**config.mk**
```make
export PLATFORM = sky130hd
export DESIGN_NAME = fetch_decode_mem
export DESIGN_NICKNAME = d
export VERILOG_FILES = /design/src/rtl/fetch_decode_mem.sv
export SDC_FILE = /design/constraint.sdc
export NUM_CORES = 2
export LEC_CHECK = 0
export ABC_AREA = 0
export ABC_CLOCK_PERIOD_IN_PS = 9500
export CAP_MARGIN = 20
export CORE_UTILIZATION = 35
export DETAILED_ROUTE_END_ITERATION = 10
export PLACE_DENSITY_LB_ADDON = 0.2
export SLEW_MARGIN = 20
export SYNTH_ARGS = -nofsm -noshare
export SYNTH_HDL_FRONTEND = slang
export SYNTH_SLANG_ARGS = --single-unit
```
**constraint.sdc**
```tcl
create_clock -name clock -period 9.5 [get_ports clock]
set_input_delay 0.95 -clock clock [delete_from_list [all_inputs] [get_ports clock]]
set_output_delay 0.95 -clock clock [all_outputs]
set_load 0.01 [all_outputs]
```
**src/rtl/fetch_decode_mem.sv**
```systemverilog
// Instruction store, LEGv8 decode, data store and writeback mux for the single-cycle datapath.
// Optional macro ALIGN_CHECK_EN: word-alignment check on data-store accesses.
module fetch_decode_mem #(
  parameter int IMEM_WORDS = 64,
  parameter int DMEM_WORDS = 64
) (
  input  logic        clock,
  input  logic        reset_n,
  input  logic [31:0] readAddress,
  input  logic        imem_we,
  input  logic [31:0] imem_waddr,
  input  logic [31:0] imem_wdata,
  output logic [31:0] instruction,
  output logic        unconditionalBranchFlag,
  output logic        branchFlag,
  output logic        memReadFlag,
  output logic        memToRegFlag,
  output logic        memWriteFlag,
  output logic [1:0]  aluOp,
  output logic        aluSRC,
  output logic        regWrite,
  output logic [4:0]  readRegister1,
  output logic [4:0]  readRegister2,
  output logic [4:0]  writeRegister,
  input  logic [31:0] aluResult,
  input  logic [31:0] writeData,
  output logic [31:0] readData,
  output logic        misaligned
);
  localparam int IAW = $clog2(IMEM_WORDS);
  localparam int DAW = $clog2(DMEM_WORDS);

  logic [31:0] imem_q [IMEM_WORDS];
  logic [31:0] dmem_q [DMEM_WORDS];

  logic           fetch_ok, prog_ok, data_ok, align_ok, dmem_we;
  logic [IAW-1:0] fetch_idx, prog_idx;
  logic [DAW-1:0] data_idx;
  logic [31:0]    mem_rd;
  logic [10:0]    op11;
  logic           is_rtype;
  logic           unused_bits;

  // Byte offsets within a word carry no meaning for either store.
  assign unused_bits = ^{readAddress[1:0], imem_waddr[1:0], aluResult[1:0]};

  assign fetch_ok  = (readAddress[31:IAW+2] == '0);
  assign fetch_idx = readAddress[IAW+1:2];
  assign prog_ok   = (imem_waddr[31:IAW+2] == '0);
  assign prog_idx  = imem_waddr[IAW+1:2];

  assign instruction = fetch_ok ? imem_q[fetch_idx] : 32'h0;

  // Program image survives reset; programming is only held off while in reset.
  always_ff @(posedge clock) begin
    if (reset_n && imem_we && prog_ok)
      imem_q[prog_idx] <= imem_wdata;
  end

  assign op11     = instruction[31:21];
  assign is_rtype = (op11 == 11'h458) || (op11 == 11'h658) || (op11 == 11'h450) ||
                    (op11 == 11'h550) || (op11 == 11'h650);

  always_comb begin
    unconditionalBranchFlag = 1'b0;
    branchFlag              = 1'b0;
    memReadFlag             = 1'b0;
    memToRegFlag            = 1'b0;
    memWriteFlag            = 1'b0;
    aluOp                   = 2'b00;
    aluSRC                  = 1'b0;
    regWrite                = 1'b0;
    readRegister1           = instruction[9:5];
    writeRegister           = instruction[4:0];
    readRegister2           = is_rtype ? instruction[20:16] : instruction[4:0];
    if (is_rtype) begin
      regWrite = 1'b1;
      aluOp    = 2'b10;
    end else if (op11 == 11'h7C2) begin
      aluSRC       = 1'b1;
      memReadFlag  = 1'b1;
      memToRegFlag = 1'b1;
      regWrite     = 1'b1;
    end else if (op11 == 11'h7C0) begin
      aluSRC       = 1'b1;
      memWriteFlag = 1'b1;
    end else if (instruction[31:24] == 8'hB4) begin
      branchFlag = 1'b1;
      aluOp      = 2'b01;
    end else if (instruction[31:26] == 6'h05) begin
      unconditionalBranchFlag = 1'b1;
    end
  end

`ifdef ALIGN_CHECK_EN
  assign align_ok   = (aluResult[1:0] == 2'b00);
  assign misaligned = (memReadFlag | memWriteFlag) & ~align_ok;
`else
  assign align_ok   = 1'b1;
  assign misaligned = 1'b0;
`endif

  assign data_ok  = (aluResult[31:DAW+2] == '0) && align_ok;
  assign data_idx = aluResult[DAW+1:2];
  assign dmem_we  = memWriteFlag && data_ok;

  assign mem_rd   = (memReadFlag && data_ok) ? dmem_q[data_idx] : 32'h0;
  assign readData = memToRegFlag ? mem_rd : aluResult;

  always_ff @(posedge clock or negedge reset_n) begin
    if (!reset_n) begin
      for (int i = 0; i < DMEM_WORDS; i++)
        dmem_q[i] <= 32'h0;
    end else if (dmem_we) begin
      dmem_q[data_idx] <= writeData;
    end
  end

endmodule

```
==> run metrics <==
die height 697 µm; Cell Count, Final, Fillers Out between 15,000 and 20,000; Syn-to-layout area delta 14.6%; biggest area consumer among synthesized cells edfxtp_1; Synth warnings 0; CTS Buf Count roughly 440; # fillers 43,300; MaxCap Viol Count 0; switching power around 0.0086 W; peak supply drop 152 µV; Worst-path clk slew about 60 ps; Largest delay share family, worst path buffers and inverters; met3 GRT Util 3.09%; Iteration-0 DRC Markers approximately 9,400; post-layout min period a little under 8000 ps; synthesized area 169,000 µm²; Core Box Area 480,000 µm²; WS Path Type in2out; Final TNS setup 0 ps; Tot GR Track Use 22.0%; Clock Latency Late Sink 1020 ps; pwr dens about 200 nW/µm²; H-tree depth 5; Clock Power Share 45.4%; io pins 252; Std-Cell Rows 254; element type at the critical path start input port; Cell Chain, Critical Path buf_8 -> buf_12 -> buf_4 -> mux4_2 -> nand2_1 -> a21oi_1 -> a21oi_1 -> a211oi_1 -> or2_4 -> or4b_4 -> buf_4 -> mux2_2 -> clkdlybuf4s50_1; fraction of registers with async set/reset 50.0%; grt total ovfl 0; die area 486,000 µm²; worst relative slew slack 14.5%; Final Cycle Share 81.3%; Primary FF master, synth edfxtp_1; Mapped Nets 10,100; CTS tree yes; Util after Layout between 40% and 50%; first-pass GRT wire length 774 mm; I/O Buffers around 250; post-route ant nets 0; vias 97,600; final routed DRC violation total 0; largest net degree at the start of global routing about 180; outcome finished, final reports clean; First-pass DRT Iterations 6; final setup fails 0; internal power consumption 0.0293 W; worst endpoint required time around 8600 ps; post_cts resized 0; worst slew pin tran 1280 ps; Sink Count 4,096; Leak Pwr roughly 78 nW; Synth cell types 70; CTS root buffer clkbuf_16; EDFF count, synth 2,048; RSZ-0062 raised after global routing no; layout cell share with drive strength beyond 1 between 30 and 40%; area of the multi-input gates 52,800 µm²; critical path endpoint category output pin; Placed Cells incl. Taps 16,100; CP bufs+invs 5; initial antenna violation count 29; DR WL/cell approximately 32 µm; final RePlAce weighted congestion 0.799; drt total wl roughly 550 mm; Starting Density 35.2%; top post-synthesis cells by area edfxtp_1 36%, dfrtp_1 30%, mux2_2 13%; Fin. Hold Viols 0; Final Skew 111 ps; Slew Limit Fails 0; flop and latch count out of synthesis about 4,000; met1 GRT Util a little under a third; min-delay worst type in2reg; post-synth top area share 36.4%; Sw Share 22.7%; post-synthesis cell count 9,950; DP HPWL 310 mm; vias per inst ~5.8; Reg area roughly 110,000 µm²; Logic pwr share 5.4%; Nets 10,300; register area share after synthesis 66.7%; GRT met2 Usage 34.9%; die width 697 µm; slowest stage delay, CP 920 ps; Reg power frac 49.2%; crit path max fanout 63; CP max-delay cell or4b_4; Worst EP arrival 6780 ps; Achievable Freq 129 MHz; Syn Area/Cell between 15 and 20 µm²; vias in the first global route 101,000; Setup Buffers After CTS 0; clock buffer depth 4; Most Crowded Layer GR met2
-- cell type report --
| cell class | instances | area share, % |
|---|---|---|
| diodes | 9 | 0.0116 |
| well taps | 6400 | 4.13 |
| clock buffers | 611 | 6.33 |
| clock inverters | 193 | 1.13 |
| flip-flops and latches | 4096 | 58.2 |
| inverters | 5 | 0.00968 |
| repair buffers | 645 | 2.99 |
| multi-input cells | 4925 | 27.2 |
-- worst register-to-register path, stage by stage, from the launching register on --
cell and delay [ps]:
edfxtp_1 370, mux4_2 470, a22oi_1 240, a21oi_1 180
nor4_2 710, nand4_1 570, buf_4 590, buf_4 590
nor4_4 600, buf_4 530, mux2_2 460
-- cell usage after synthesis, drive strengths merged (5+ instances only) --
| library cell | n |
|---|---|
| mux2 | 2108 |
| dfrtp | 2048 |
| edfxtp | 2048 |
| o22ai | 880 |
| mux4 | 579 |
| clkbuf | 479 |
| buf | 445 |
| nor4 | 265 |
| nor2 | 163 |
| mux2i | 127 |
| a22oi | 105 |
| o21ai | 95 |
| nand4 | 69 |
| nand2 | 68 |
| a21oi | 65 |
| a211oi | 46 |
| nor3 | 37 |
| nor2b | 32 |
| o22a | 32 |
| o221ai | 31 |
| o41ai | 26 |
| a2111oi | 20 |
| and2 | 19 |
| or4 | 18 |
| a22o | 13 |
| a31oi | 13 |
| nand2b | 13 |
| a221oi | 12 |
| nand3 | 11 |
| or2 | 9 |
| nand3b | 6 |
| o211ai | 6 |
| or3 | 6 |
| a311oi | 5 |
| nor3b | 5 |
| o2111ai | 5 |
| or3b | 5 |
-- routing by layer --
metal / vias up / part of all wire (%)
met5: - / 0.020
met4: 20 / 3.0
met3: 791 / 5.9
met2: 3207 / 47
met1: 53900 / 44
li1: 39700 / -
-- state kept, by name, indices dropped and copies added, names as in the netlist --
name	cells
imem_q	2048
dmem_q	2048
-- final timing paths --
| path | startpoint | end | slack, ps | cells past startpoint |
|---|---|---|---|---|
| max | readAddress[2] | readData[31] | 1770 | 13 |
| min | imem_wdata[2] | imem_q[48][2] | 330 | 1 |
| max reg2reg | imem_q[58][24] | dmem_q[1726] | 4070 | 10 |
| min reg2reg | dmem_q[1818] | dmem_q[1818] | 480 | 1 |
| max in group asynchronous | reset_n | dmem_q[883] | 4720 | 7 |
| min in group asynchronous | reset_n | dmem_q[579] | 480 | 2 |
-- kinds of logic after synthesis --
logic type             share of synthesized area, %
AOI/OAI and AO/OA                              5.34
buffers and inverters                          2.53
DFF                                            66.7
muxes                                          22.5
other                                       0.00222
and+or+nand+nor                                2.93
-- cells in the final DEF, fill, tap and decap left out, types with 46 or more instances in the layout --
master,instances
nor2_4,64
dfrtp_1,2048
nor4_1,194
edfxtp_1,2048
clkbuf_16,443
nor4_4,66
a21oi_1,65
nand2_1,68
clkdlybuf4s50_1,169
mux2i_1,127
mux4_2,579
o21ai_0,95
mux2_2,1933
clkbuf_1,113
mux2_1,150
nand4_1,69
clkinv_2,74
nor2_1,94
a211oi_1,46
a22oi_1,105
buf_4,393
clkinv_1,49
o22ai_1,880
clkbuf_8,56
-- power groups by stage --
stage / sequential [W] / combinational [W] / clock, W
2_1_floorplan: 0.0190 / 0.00103 / 0
3_3_place_gp: 0.0190 / 0.00202 / 0
3_5_place_dp: 0.0190 / 0.00206 / 0
4_1_cts: 0.0187 / 0.00206 / 0.0175
5_1_grt: 0.0187 / 0.00218 / 0.0182
6_report: 0.0187 / 0.00206 / 0.0172
-- metrics by stage --
stage | cell area, µm² | worst slack (ps) | total power, W | hold slack, ps
floorplan | 169000 | 4100 | 0.0200 | 450
global placement | 179000 | 1380 | 0.0210 | 462
detailed placement | 179000 | 1710 | 0.0211 | 475
CTS | 194000 | 1700 | 0.0383 | 435
global route | 194000 | 1490 | 0.0391 | 288
finish | 194000 | 1770 | 0.0379 | 326
-- what timing repair did --
item / in CTS / in global routing
hold buffers: 1 / 0
endpoints found under the hold margin: 10 / 0
endpoints found under the setup margin: 0 / 0
(Power assumes the default switching activity.)
